File: src/rtl/muldiv_if.sv
// ---------------------------------------------------------------------------
// muldiv_if
//   Bundle of the signals between the mul/div issue scheduler and the blocks
//   around it: the reservation-station requesters, the shared mul/div
//   datapath, the common data bus (CDB) and the branch-flush source.
//
//   Requester side : req_valid, req_op, req_cls, req_tag  -> grant
//   Datapath side  : start, start_op, unit_kill
//   CDB side       : cdb_gnt -> cdb_req, cdb_tag
//   Misc           : flush in, busy out
//
//   modport slave  : the scheduler itself
//   modport master : whatever drives the scheduler (pipeline or testbench)
// ---------------------------------------------------------------------------
interface muldiv_if #(
    parameter int NUM_REQ = 4,
    parameter int TAG_W   = 5,
    parameter int OP_W    = 5
);
    logic [NUM_REQ-1:0]       req_valid;
    logic [NUM_REQ*OP_W-1:0]  req_op;
    logic [NUM_REQ*2-1:0]     req_cls;
    logic [NUM_REQ*TAG_W-1:0] req_tag;
    logic                     flush;
    logic                     cdb_gnt;

    logic [NUM_REQ-1:0]       grant;
    logic                     start;
    logic [OP_W-1:0]          start_op;
    logic                     unit_kill;
    logic                     cdb_req;
    logic [TAG_W-1:0]         cdb_tag;
    logic                     busy;

    modport slave (
        input  req_valid, req_op, req_cls, req_tag, flush, cdb_gnt,
        output grant, start, start_op, unit_kill, cdb_req, cdb_tag, busy
    );

    modport master (
        output req_valid, req_op, req_cls, req_tag, flush, cdb_gnt,
        input  grant, start, start_op, unit_kill, cdb_req, cdb_tag, busy
    );
endinterface

File: src/rtl/muldiv_scheduler.sv
// ---------------------------------------------------------------------------
// muldiv_scheduler
//   Issue scheduler for a single shared, non-pipelined MUL/DIV unit.
//   Round-robin picks one of NUM_REQ ready requesters, launches the op,
//   counts down its fixed latency, then holds the result on the CDB request
//   until granted. Branch flushes abort the op in flight.
//
//   Ports:
//     clk    : clock, rising edge
//     rst_n  : asynchronous active-low reset
//     bus    : muldiv_if.slave (requester, datapath and CDB handshakes)
// ---------------------------------------------------------------------------
module muldiv_scheduler #(
    parameter int NUM_REQ = 4,
    parameter int TAG_W   = 5,
    parameter int OP_W    = 5
) (
    input  logic     clk,
    input  logic     rst_n,
    muldiv_if.slave  bus
);
    localparam int PTR_W = (NUM_REQ > 1) ? $clog2(NUM_REQ) : 1;

    typedef enum logic [1:0] {
        IDLE = 2'd0,
        EXEC = 2'd1,
        WB   = 2'd2
    } state_t;

    state_t             state_q, state_d;
    logic [6:0]         cnt_q, cnt_d;
    logic [PTR_W-1:0]   ptr_q, ptr_d;
    logic [TAG_W-1:0]   tag_q, tag_d;
    logic [1:0]         cls_q, cls_d;

    logic               found;
    logic [PTR_W-1:0]   winner;
    logic [PTR_W-1:0]   idx;
    logic [1:0]         win_cls;

    logic [NUM_REQ-1:0] grant;
    logic               start;
    logic [OP_W-1:0]    start_op;
    logic               unit_kill;
    logic               cdb_req;

    // The class is only needed at launch to load the counter; the latched
    // copy is kept for debug visibility of the op in flight.
    logic               unused_cls;
    assign unused_cls = ^cls_q;

    // Counter load value is latency-1: the load edge itself is the first
    // cycle of the latency.
    function automatic logic [6:0] lat_load(input logic [1:0] cls);
        case (cls)
            2'b00:   return 7'd3;   // MUL / MULH*
            2'b01:   return 7'd2;   // MULW
            2'b10:   return 7'd64;  // DIV* / REM*
            default: return 7'd32;  // DIV*W / REM*W
        endcase
    endfunction

    // Round-robin search starting one past the last winner.
    always_comb begin
        found  = 1'b0;
        winner = ptr_q;
        idx    = ptr_q;
        for (int off = 1; off <= NUM_REQ; off++) begin
            idx = PTR_W'((int'(ptr_q) + off) % NUM_REQ);
            if (!found && bus.req_valid[idx]) begin
                found  = 1'b1;
                winner = idx;
            end
        end
    end

    assign win_cls = bus.req_cls[int'(winner)*2 +: 2];

    // NOTE: every signal written here gets a default first so no path through
    // the case statement can leave it unassigned and infer a latch.
    always_comb begin
        state_d   = state_q;
        cnt_d     = cnt_q;
        ptr_d     = ptr_q;
        tag_d     = tag_q;
        cls_d     = cls_q;
        grant     = '0;
        start     = 1'b0;
        start_op  = '0;
        unit_kill = 1'b0;
        cdb_req   = 1'b0;

        case (state_q)
            IDLE: begin
                // Grant/start are combinational from req_valid, so they are
                // gated by rst_n to stay quiet while reset is held.
                if (rst_n && !bus.flush && found) begin
                    grant[winner] = 1'b1;
                    start         = 1'b1;
                    start_op      = bus.req_op[int'(winner)*OP_W +: OP_W];
                    tag_d         = bus.req_tag[int'(winner)*TAG_W +: TAG_W];
                    cls_d         = win_cls;
                    cnt_d         = lat_load(win_cls);
                    ptr_d         = winner;
                    state_d       = EXEC;
                end
            end

            EXEC: begin
                if (bus.flush) begin
                    unit_kill = 1'b1;
                    state_d   = IDLE;
                end else if (cnt_q <= 7'd1) begin
                    // Counter reaches 0 on this edge; never decrement past it.
                    cnt_d   = '0;
                    state_d = WB;
                end else begin
                    cnt_d = cnt_q - 7'd1;
                end
            end

            WB: begin
                cdb_req = 1'b1;
                // Flush takes priority; with or without cdb_gnt we leave.
                if (bus.flush || bus.cdb_gnt) begin
                    state_d = IDLE;
                end
            end

            default: state_d = IDLE;
        endcase
    end

    // NOTE: sequential state uses non-blocking assignments so every register
    // samples the pre-edge values, independent of statement order.
    always_ff @(posedge clk or negedge rst_n) begin
        if (!rst_n) begin
            state_q <= IDLE;
            cnt_q   <= '0;
            ptr_q   <= PTR_W'(NUM_REQ - 1);
            tag_q   <= '0;
            cls_q   <= '0;
        end else begin
            state_q <= state_d;
            cnt_q   <= cnt_d;
            ptr_q   <= ptr_d;
            tag_q   <= tag_d;
            cls_q   <= cls_d;
        end
    end

    assign bus.grant     = grant;
    assign bus.start     = start;
    assign bus.start_op  = start_op;
    assign bus.unit_kill = unit_kill;
    assign bus.cdb_req   = cdb_req;
    assign bus.cdb_tag   = tag_q;
    assign bus.busy      = (state_q != IDLE);
endmodule

File: src/flat_wrapper.sv
// flat-port wrapper written by rule: the top's interface ports become plain ports
module muldiv_scheduler_flat 
#(
    parameter int NUM_REQ = 4,
    parameter int TAG_W   = 5,
    parameter int OP_W    = 5
)
  (clk, rst_n, bus_req_valid, bus_req_op, bus_req_cls, bus_req_tag, bus_flush, bus_cdb_gnt, bus_grant, bus_start, bus_start_op, bus_unit_kill, bus_cdb_req, bus_cdb_tag, bus_busy);
  muldiv_if #(.NUM_REQ(NUM_REQ), .TAG_W(TAG_W), .OP_W(OP_W)) bus_i ();
  input  logic clk;
  input  logic rst_n;
  input wire logic [$bits(bus_i.req_valid)-1:0] bus_req_valid;
  input wire logic [$bits(bus_i.req_op)-1:0] bus_req_op;
  input wire logic [$bits(bus_i.req_cls)-1:0] bus_req_cls;
  input wire logic [$bits(bus_i.req_tag)-1:0] bus_req_tag;
  input wire logic [$bits(bus_i.flush)-1:0] bus_flush;
  input wire logic [$bits(bus_i.cdb_gnt)-1:0] bus_cdb_gnt;
  output wire logic [$bits(bus_i.grant)-1:0] bus_grant;
  output wire logic [$bits(bus_i.start)-1:0] bus_start;
  output wire logic [$bits(bus_i.start_op)-1:0] bus_start_op;
  output wire logic [$bits(bus_i.unit_kill)-1:0] bus_unit_kill;
  output wire logic [$bits(bus_i.cdb_req)-1:0] bus_cdb_req;
  output wire logic [$bits(bus_i.cdb_tag)-1:0] bus_cdb_tag;
  output wire logic [$bits(bus_i.busy)-1:0] bus_busy;
  assign bus_i.req_valid = bus_req_valid;
  assign bus_i.req_op = bus_req_op;
  assign bus_i.req_cls = bus_req_cls;
  assign bus_i.req_tag = bus_req_tag;
  assign bus_i.flush = bus_flush;
  assign bus_i.cdb_gnt = bus_cdb_gnt;
  assign bus_grant = bus_i.grant;
  assign bus_start = bus_i.start;
  assign bus_start_op = bus_i.start_op;
  assign bus_unit_kill = bus_i.unit_kill;
  assign bus_cdb_req = bus_i.cdb_req;
  assign bus_cdb_tag = bus_i.cdb_tag;
  assign bus_busy = bus_i.busy;
  muldiv_scheduler #(.NUM_REQ(NUM_REQ), .TAG_W(TAG_W), .OP_W(OP_W)) u_core (.clk(clk), .rst_n(rst_n), .bus(bus_i));
endmodule
File: config.mk
export PLATFORM = sky130hd
export DESIGN_NAME = muldiv_scheduler_flat
export DESIGN_NICKNAME = d
export VERILOG_FILES = /design/src/rtl/muldiv_if.sv /design/src/rtl/muldiv_scheduler.sv /design/src/flat_wrapper.sv
export SDC_FILE = /design/constraint.sdc
export NUM_CORES = 1
export LEC_CHECK = 0
export ABC_AREA = 1
export BUFFER_PORTS_ARGS = -buffer_cell sky130_fd_sc_hd__buf_2
export CORE_UTILIZATION = 51
export DETAILED_ROUTE_END_ITERATION = 10
export GPL_ROUTABILITY_DRIVEN = 0
export PLACE_DENSITY = 0.87
export REMOVE_ABC_BUFFERS = 1
export SLEW_MARGIN = 25
export SYNTH_ARGS = -nofsm -noshare
export SYNTH_HDL_FRONTEND = slang
export SYNTH_SLANG_ARGS = --single-unit
File: constraint.sdc
create_clock -name clk -period 4.73 [get_ports clk]
set_input_delay 0.7095 -clock clk [delete_from_list [all_inputs] [get_ports clk]]
set_output_delay 0.7095 -clock clk [all_outputs]
set_load 0.05 [all_outputs]
==> metrics, run 1 <==
setup TNS=0 ps; post-detail-place hpwl=about 3.2 mm; starting density of the core=55.7%; # diodes=0; slew margin rel.=about half; Vias/cell=between 5 and 6; Slowest cell on crit path=dfstp_2; #FFs+latches synth=16; Yosys cell types=31; Clock Skew=0.541 ps; Total GRT Usage=about a quarter; CP Data Arrival Time=~3000 ps; ANT nets after route=0; IO Count=74; # DRC=1; P&R area growth vs syn=23.7%; area of the core=between 2000 and 3000 um^2; Min-Delay Path Class=input port to asynchronous set/reset pin; initial antenna violation count=0; H-tree depth=1; Gates resized, CTS repair=0; Seq/Total Area, Yosys=about a quarter; CP startpoint kind=flop; Worst setup EP type=output pin; Worst Reg2Reg Path Length in Cells=16; latest clock arrival within the worst-skew pair=approximately 280 ps; Fin Hold WS=around 320 ps; PwrDens=887 nW/um^2; WL per Instance=around 11 um; Layout Nets=around 380; via count=about 1.9k; Synth Area per Inst=6.20 um^2; CP dominant cell by count=nand2_1; CTS root buffer=clkbuf_4; Final Hold Viols=0; Final Cycle Share=just under 80%; Netlist Area Pre-Place=1580 um^2; max-cap violation count=0; TritonCTS buffer count=3; row count=19; max-slew violation count=0; Setup Fix Bufs, Post-CTS=0; status=finished with violations; IO buf count=73; drt total wl=slightly above 4 mm; fraction of layout cells with a size suffix above 1=about a third; Setup Viol. Count Final=0; unrepaired setup endpoints after global routing=no; First-pass DRT Iterations=7; CTS tree=built; failing checks=design-rule violations; Fmax achieved=roughly 270 MHz; Syn Inst Count=approximately 250; largest net degree at the start of global routing=26; CTS sink cnt=16; cts hold-fix bufs=0; CP cell instances=inv_6, nand2_1, nand2_1, nand2_1, nand2_2, inv_4, nand2_1, nand2_1, nand2_1, nand2_1, nand2_1, nor2_8, nand2_1, a31oi_1, buf_2; Worst VDD drop=about 0.00058 V; number of global-route vias before repair=~1.7k; Die Area=~3300 um^2; crit-path max FO=20; yosys warns=0; Die Height=around 58 um; Largest stage delay, worst path=690 ps; required time worst endpoint=around 4000 ps; Static Leak=1.10 nW; Setup WS pre-CTS=between 1000 and 1500 ps; maximum root-to-sink buffer count=2; Period minus WS final=roughly 3700 ps; Least-Margin Pin Slew=~770 ps; Clock transition at path regs=around 90 ps; Final WS setup=just over 1000 ps; Iter 0 DRT Violations=~110; global route overflow=0; DIE WIDTH=approximately 58 um; first-pass GRT wire length=roughly 7 mm; CP Class=flop to output pin
## final cells by class
class / instances / area, um^2
clock buffers: 4 / 36.3
flip-flops and latches: 16 / 403
fillers: 276 / 880
inverters: 20 / 82.6
repair buffers: 73 / 365
well taps: 31 / 38.8
multi-input cells: 209 / 1020
## stage by stage
step / utilization (%) / area (um^2) / std cells / total power [mW]
6_report: 68.9 / 1950 / 353 / 1.73
5_1_grt: 68.9 / 1950 / 353 / 1.91
4_1_cts: 68.9 / 1950 / 353 / 1.73
3_5_place_dp: 67.6 / 1910 / 349 / 1.64
3_3_place_gp: 67.6 / 1910 / 349 / 1.61
2_1_floorplan: - / 1510 / 245 / 1.35
## cells in the final DEF (no fill, tap or decap), types with 3 or more instances in the layout
cell      netlist  final
nand2_1        87     87
buf_2           2     73
nand3_1        39     39
nor2_1         18     18
inv_1          15     15
dfrtp_1        14     14
nand2_2        12     12
a21oi_1        11     11
nor3_1          7      7
o21a_1          5      5
a31oi_1         5      5
o21ai_0         5      5
or2_2           4      4
inv_2           3      3
nand4_1         3      3
clkbuf_4        0      3
## kinds of logic after synthesis
| kind of cell | synth area share [%] |
|---|---|
| buffers and inverters | 9.45 |
| DFF | 25.6 |
| and+or+nand+nor | 50.9 |
| muxes | 0.635 |
| AOI/OAI and AO/OA | 10.7 |
| xor gates and xnor gates | 1.11 |
| adders and majority gates | 1.59 |
## worst max-delay path, delay by kind of cell, from the launching register on
| kind | cells | cell delay, ps |
|---|---|---|
| flops | 1 | 690 |
| simple gates | 11 | 1400 |
| buf+inv | 3 | 450 |
| compound gates | 1 | 150 |
## flip-flops by register name (all words and copies together) (netlist names)
signal / cells
u_core.ptr_q: 2
u_core.bus.cdb_tag: 5
u_core.cnt_q: 7
u_core.state_q: 2
## cells in the mapped netlist (all sizes together)
master	number	area [um^2]
nand2	100	413
a21oi	11	55.1
o21a	5	37.5
nor2	19	87.6
buf	8	62.6
nor3b	1	7.51
a22oi	2	15.0
or2	4	25.0
nor3	7	35.0
o21ai	6	30.0
mux2i	1	10.0
xor2	1	8.76
inv	20	82.6
clkbuf	1	3.75
a31oi	5	31.3
ha	2	25.0
nand3	41	215
xnor2	1	8.76
nand4	3	18.8
dfrtp	14	350
dfstp	2	52.6
## layer usage
| layer | GRT usage [%] | vias to the layer above | share of wire (%) |
|---|---|---|---|
| met1 | 34.4 | 826 | 45 |
| met3 | 2.95 | 2 | 5.7 |
| li1 | - | 966 | - |
| met2 | 44.5 | 67 | 49 |
| met5 | 0 | - | 0 |
| met4 | 7.32 | 0 | 0.30 |
## worst paths after layout
| kind | from | slack (ps) | to |
|---|---|---|---|
| worst max-delay path | u_core.ptr_q[0]$_DFFE_PN1P_ | 1030 | bus_start_op[1] |
| worst max register to register | u_core.ptr_q[0]$_DFFE_PN1P_ | 2230 | u_core.bus.cdb_tag[1]$_DFFE_PN0P_ |
| min in group clk | u_core.bus.cdb_tag[1]$_DFFE_PN0P_ | 510 | u_core.bus.cdb_tag[1]$_DFFE_PN0P_ |
| max in group asynchronous | rst_n | 4090 | u_core.ptr_q[0]$_DFFE_PN1P_ |
| worst min-delay path | rst_n | 320 | u_core.state_q[1]$_DFFE_PN0P_ |
| worst min register to register | u_core.bus.cdb_tag[1]$_DFFE_PN0P_ | 510 | u_core.bus.cdb_tag[1]$_DFFE_PN0P_ |
## power breakdown
| part | switching (mW) | internal, mW |
|---|---|---|
| Clock | 0.0428 | 0.0469 |
| Combinational | 0.979 | 0.395 |
| Sequential | 0.0603 | 0.205 |
(Power assumes the default switching activity.)
==> run 2: changes to the inputs <==
--- a/config.mk
+++ b/config.mk
@@ -7,10 +7,10 @@
 export LEC_CHECK = 0
 export ABC_AREA = 1
 export BUFFER_PORTS_ARGS = -buffer_cell sky130_fd_sc_hd__buf_2
-export CORE_UTILIZATION = 51
+export CORE_UTILIZATION = 42
 export DETAILED_ROUTE_END_ITERATION = 10
 export GPL_ROUTABILITY_DRIVEN = 0
-export PLACE_DENSITY = 0.87
+export PLACE_DENSITY = 0.76
 export REMOVE_ABC_BUFFERS = 1
 export SLEW_MARGIN = 25
 export SYNTH_ARGS = -nofsm -noshare
==> constraint.sdc (replaced) <==
create_clock -name clk -period 3.3 [get_ports clk]
set_input_delay 0.495 -clock clk [delete_from_list [all_inputs] [get_ports clk]]
set_output_delay 0.495 -clock clk [all_outputs]
set_load 0.05 [all_outputs]
==> run 2 against run 1 <==
Compared with the run above:
- the run now ends clean
- non-clock buffer count is 3 higher
- hold slack worse by 170 ps
- sequential power is 43% higher
- critical path type unchanged
- largest cell class unchanged
- largest power group unchanged
- sequential cell count stayed put
- sequential share of layout area is 0.64 points lower
- clock power is 100% higher
- clock skew is 2.8 ps higher
- wire length is 4.0% higher
- combinational power is 47% higher
- register-to-register slack worse by 1200 ps
- utilization is 11 points lower
==> metrics, run 2 (same netlist as run 1, synthesis figures left out) <==
max reg flops=7 (unchanged); CP Class=flop to output pin; initial antenna violation count=0 (unchanged); Min-Delay Path Class=input port to asynchronous set/reset pin; latest clock arrival within the worst-skew pair=260 ps (-20 ps); CP startpoint kind=flop; Least-Margin Pin Slew=388 ps (-379 ps); Die Height=63.2 um (+9.8%); area of the core=3470 um^2 (+23%); crit-path max FO=13 (-35%); setup TNS=0 ps (unchanged); Final WS setup=253 ps (-775 ps); WL per Instance=11.3 um (-1.0%); # DRC=0 (-1); IO buf count=73 (unchanged); Die Area=4000 um^2 (+21%); CTS tree=built; stages on the worst setup path=15 (unchanged); Clock Skew=3.32 ps (+2.78 ps); Worst setup EP type=output pin; Final Hold Viols=0 (unchanged); Setup Viol. Count Final=0 (unchanged); Biggest register=u_core.cnt_q; Largest stage delay, worst path=660 ps (-30 ps); row count=21 (+2); Final Cycle Share=about 92%; TritonCTS buffer count=3 (unchanged); Period minus WS final=around 3000 ps; DIE WIDTH=63.2 um (+9.8%); Buf/Inv on CP=3 (unchanged); Layout Nets=384 (+0.79%); unrepaired setup endpoints after global routing=no; most common cell after layout, fill and taps aside=nand2_1; Gates resized, CTS repair=0 (unchanged); PwrDens=1280 nW/um^2 (+44%); CP cell instances=inv_6, nand2_1, nand2_2, nand2_1, nand2_2, inv_4, nand2_1, nand2_1, nand2_1, nand2_1, nand2_2, nor2_8, nand2_1, a31oi_1, buf_2; Placed Area=1950 um^2 (+2.2%); P&R area growth vs syn=27.7%; post-route cell area=2010 um^2 (+3.2%); CP Data Arrival Time=2550 ps (-440 ps); starting density of the core=45.4% (-10 points); fraction of layout cells with a size suffix above 1=33.2% (+0.93 points); FF/Latch Area=403 um^2 (unchanged); First-pass DRT Iterations=4 (-3); IO Count=74 (unchanged); CTS root buffer=clkbuf_8; Comb power frac=78.3% (-1.2 points); Worst VDD drop=0.000789 V (+36%); drt total wl=4.20 mm (+4.0%); Vias/cell=5.09 (-3.5%); post-detail-place hpwl=3.31 mm (+4.6%); multi-input logic area=1030 um^2 (+0.24%); H-tree depth=1 (unchanged); max-cap violation count=0 (unchanged); Total GRT Usage=22.7% (-3.3 points); worst r2r src=u_core.ptr_q[0]$_DFFE_PN1P_; Setup WS pre-CTS=334 ps (-923 ps); Filler Cells Inserted=366 (+33%); # diodes=0 (unchanged); Clock transition at path regs=70 ps (-20 ps); cts hold-fix bufs=0 (unchanged); Worst Reg2Reg Path Length in Cells=15 (-1); ANT nets after route=0 (unchanged); largest net degree at the start of global routing=26 (unchanged); slew margin rel.=74.1% (+25 points); reg2reg end=u_core.bus.cdb_tag[3]$_DFFE_PN0P_; Fmax achieved=roughly 330 MHz; Cell Int Power=1.01 mW (+56%); first-pass GRT wire length=7.38 mm (+7.6%); status=finished, final reports clean; maximum root-to-sink buffer count=2 (unchanged); Iter 0 DRT Violations=69 (-39%); max-slew violation count=0 (unchanged); clock power share=7.0% (+1.8 points); global route overflow=0 (unchanged); most frequent cells in the layout=86 x nand2_1, 73 x buf_2, 39 x nand3_1, 18 x nor2_1, 15 x inv_1; Sequential Power Share=14.7% (-0.6 points); Sw Pwr=1.56 mW (+44%); critical path's top delay family=simple AND/OR/NAND/NOR gates; CTS sink cnt=16 (unchanged); Static Leak=1.12 nW (+2.0%); number of global-route vias before repair=1,711 (+1.8%); via count=1,887 (+1.4%); R2R setup slack=1080 ps (-1150 ps); sw frac=60.7% (-1.9 points); Slowest cell on crit path=dfstp_2; required time worst endpoint=2800 ps (-1220 ps); post-route core utilization=58.0% (-11 points); Setup Fix Bufs, Post-CTS=0 (unchanged); CP dominant cell by count=nand2_1
==> run 2: area by class of cell <==
class | count | area share [%]
inverter | 20 | 4.10
timing repair buffer | 76 | 19.3
multi-input combinational | 209 | 51.0
clock buffer | 4 | 2.74
sequential | 16 | 20.0
tap | 46 | 2.86
==> run 2: per-layer routing <==
layer  track usage, %  part of all wire, %  vias to the layer above
li1                 -                    -                      978
met1             29.7                   45                      827
met2             38.8                   47                       78
met3             2.72                  6.5                        4
met4             6.82                  1.3                        0
met5                0                    0                        -
==> run 2: worst max-delay path by stage <==
stage	from	end
after detailed placement	u_core.ptr_q[0]$_DFFE_PN1P_	bus_start_op[2]
final	u_core.ptr_q[0]$_DFFE_PN1P_	bus_start_op[2]
after global placement	u_core.ptr_q[0]$_DFFE_PN1P_	bus_start_op[2]
after floorplan	u_core.ptr_q[0]$_DFFE_PN1P_	bus_grant[0]
after CTS	u_core.ptr_q[0]$_DFFE_PN1P_	bus_start_op[2]
after global routing	u_core.ptr_q[0]$_DFFE_PN1P_	bus_start_op[2]
==> run 2: metrics by stage <==
stage	cells	hold slack [ps]	power, mW
floorplan	245	199	1.93
finish	371	151	2.57
detailed placement	367	443	2.39
CTS	371	165	2.57
global route	371	184	2.85
global placement	367	442	2.36
==> run 2: power groups by stage <==
stage	Combinational [mW]	Clock [mW]	Sequential, mW
after CTS	2.01	0.183	0.377
after global placement	1.99	0	0.374
after global routing	2.27	0.190	0.393
after floorplan	1.46	0	0.469
final	2.01	0.180	0.378
after detailed placement	2.01	0	0.380
==> run 2: worst register-to-register path, stage by stage (launching register included) <==
cell	delay, ps
dfstp_2	660
inv_6	70
nand2_1	80
nand2_2	70
nand2_1	80
nand2_2	70
inv_4	80
nand2_1	50
nand2_1	70
nand2_1	50
nand2_1	60
nand2_2	190
buf_4	240
nand3_1	70
nand3_1	80
o21a_1	170
==> run 3: changes to the inputs <==
--- a/config.mk
+++ b/config.mk
@@ -7,10 +7,11 @@
 export LEC_CHECK = 0
 export ABC_AREA = 1
 export BUFFER_PORTS_ARGS = -buffer_cell sky130_fd_sc_hd__buf_2
-export CORE_UTILIZATION = 42
+export CORE_UTILIZATION = 47
 export DETAILED_ROUTE_END_ITERATION = 10
 export GPL_ROUTABILITY_DRIVEN = 0
-export PLACE_DENSITY = 0.76
+export MAX_ROUTING_LAYER = met4
+export PLACE_DENSITY = 0.81
 export REMOVE_ABC_BUFFERS = 1
 export SLEW_MARGIN = 25
 export SYNTH_ARGS = -nofsm -noshare
==> constraint.sdc (replaced) <==
create_clock -name clk -period 3.39 [get_ports clk]
set_input_delay 0.5085 -clock clk [delete_from_list [all_inputs] [get_ports clk]]
set_output_delay 0.5085 -clock clk [all_outputs]
set_load 0.05 [all_outputs]
==> run 3 against run 2 <==
Compared with the run above:
- via count increased by 0.58%
- cell count is 0.81% lower
- die area down 10%
- wire length up 2.3%
- clock skew up 7.3 ps
- sequential cell count did not move
- design area shrank 1.4%
- global-route usage grew 3.8 points
- largest power group unchanged
==> metrics, run 3 (same netlist as run 1, synthesis figures left out) <==
Buf/Inv on CP=4 (+1); WL per Instance=11.7 um (+3.1%); Least-Margin Pin Slew=489 ps (+101 ps); H-tree depth=1 (unchanged); most frequent cells in the layout=86 x nand2_1, 73 x buf_2, 39 x nand3_1, 18 x nor2_1, 15 x inv_1; largest net degree at the start of global routing=26 (unchanged); Worst VDD drop=0.000833 V (+5.6%); # diodes=0 (unchanged); Filler Cells Inserted=317 (-13%); Vias/cell=5.16 (+1.4%); most common cell after layout, fill and taps aside=nand2_1; Total GRT Usage=26.5% (+3.8 points); Largest stage delay, worst path=680 ps (+20 ps); IO Count=74 (unchanged); initial antenna violation count=0 (unchanged); Fmax achieved=between 300 and 400 MHz; CTS root buffer=clkbuf_4; # DRC=0 (unchanged); IO buf count=73 (unchanged); ANT nets after route=0 (unchanged); CP cell instances=inv_6, nand2_1, nand2_2, nand2_1, nand2_2, inv_4, nand3_2, inv_1, nand2_1, nand2_1, nand3_1, a31oi_1, buf_2; Biggest register=u_core.cnt_q; number of global-route vias before repair=1,669 (-2.5%); Iter 0 DRT Violations=67 (-2.9%); crit-path max FO=14 (+1); via count=1,898 (+0.58%); Layout Nets=383 (-0.26%); starting density of the core=50.4% (+4.9 points); drt total wl=4.30 mm (+2.3%); Clock Skew=10.7 ps (+7.34 ps); TritonCTS buffer count=3 (unchanged); max-slew violation count=0 (unchanged); CP startpoint kind=flop; cts hold-fix bufs=0 (unchanged); area of the core=3130 um^2 (-9.8%); Die Area=3590 um^2 (-10%); first-pass GRT wire length=7.06 mm (-4.3%); latest clock arrival within the worst-skew pair=300 ps (+40 ps); DIE WIDTH=59.9 um (-5.3%); Fin Hold WS=115 ps (-36.1 ps); maximum root-to-sink buffer count=2 (unchanged); P&R area growth vs syn=25.9%; slew margin rel.=67.3% (-6.8 points); critical path's top delay family=simple AND/OR/NAND/NOR gates; fraction of layout cells with a size suffix above 1=33.0% (-0.21 points); CP Class=flop to output pin; CP dominant cell by count=nand2_1; Period minus WS final=3200 ps; Worst setup EP type=output pin; global route overflow=0 (unchanged); FF/Latch Area=403 um^2 (unchanged); Clock transition at path regs=110 ps (+40 ps); CTS tree=built; Slowest cell on crit path=dfstp_2; row count=20 (-4.8%); Die Height=59.9 um (-5.3%); Final Hold Viols=0 (unchanged); Final Cycle Share=between 90% and 100%; multi-input logic area=1030 um^2 (unchanged); max-cap violation count=0 (unchanged); CP Data Arrival Time=2690 ps (+140 ps); max reg flops=7 (unchanged); First-pass DRT Iterations=4 (unchanged); Min-Delay Path Class=input port to asynchronous set/reset pin; post-detail-place hpwl=3.22 mm (-2.5%); Static Leak=1.11 nW (-1.1%); status=finished, final reports clean; PwrDens=1240 nW/um^2 (-2.9%); required time worst endpoint=2880 ps (+80 ps); Design Power=2.46 mW (-4.3%); Setup Viol. Count Final=0 (unchanged); CTS sink cnt=16 (unchanged)
## run 3: cell count changes in the layout (fill, tap and decap cells not counted), sizes merged
cell and delta:
buf -1
## run 3: final cells by class
| cell class | instances | area share, % |
|---|---|---|
| Clock buffer | 4 | 1.83 |
| Sequential cell | 16 | 20.3 |
| Tap cell | 44 | 2.78 |
| Timing Repair Buffer | 75 | 19.2 |
| Multi-Input combinational cell | 209 | 51.7 |
| Inverter | 20 | 4.16 |
## run 3: what timing repair did
item	in CTS	in global routing
resized for setup	0	1
buffers inserted	0	0
setup endpoints to repair	0	5
## run 3: routing by layer
layer	share of wire, %	GRT usage [%]	up-vias
li1	-	-	974
met1	44	33.6	836
met2	48	43.5	81
met3	6.2	3.46	7
met4	1.6	8.97	0
met5	0	-	-
## run 3: path summary, 6_finish.rpt
| check | startpoint | end | slack, ps | cells past startpoint |
|---|---|---|---|---|
| min in group clk | bus_req_tag[1] | u_core.bus.cdb_tag[1]$_DFFE_PN0P_ | 490 | 5 |
| min | rst_n | u_core.state_q[1]$_DFFE_PN0P_ | 110 | 1 |
| max | u_core.ptr_q[0]$_DFFE_PN1P_ | bus_start_op[2] | 190 | 13 |
| min reg2reg | u_core.bus.cdb_tag[1]$_DFFE_PN0P_ | u_core.bus.cdb_tag[1]$_DFFE_PN0P_ | 500 | 2 |
| max reg2reg | u_core.ptr_q[0]$_DFFE_PN1P_ | u_core.cnt_q[5]$_DFFE_PN0P_ | 1090 | 15 |
| max in group asynchronous | rst_n | u_core.ptr_q[0]$_DFFE_PN1P_ | 2950 | 1 |
## run 3: power by group
part / switching, mW / total, mW / leakage [nW] / internal, mW
Sequential: 0.0800 / 0.365 / 0.191 / 0.285
Clock: 0.0707 / 0.136 / 0.0210 / 0.0655
Combinational: 1.38 / 1.96 / 0.897 / 0.574
## run 3: through the flow
step | util (%) | area, um^2 | setup TNS (ps) | setup slack (ps) | std cells
3_3_place_gp | 62.2 | 1940 | 0 | 587 | 364
4_1_cts | 63.3 | 1980 | 0 | 166 | 368
2_1_floorplan | - | 1510 | 0 | 146 | 245
5_1_grt | 63.4 | 1980 | -0.597 | -0.597 | 368
6_report | 63.4 | 1980 | 0 | 190 | 368
3_5_place_dp | 62.2 | 1940 | 0 | 517 | 364
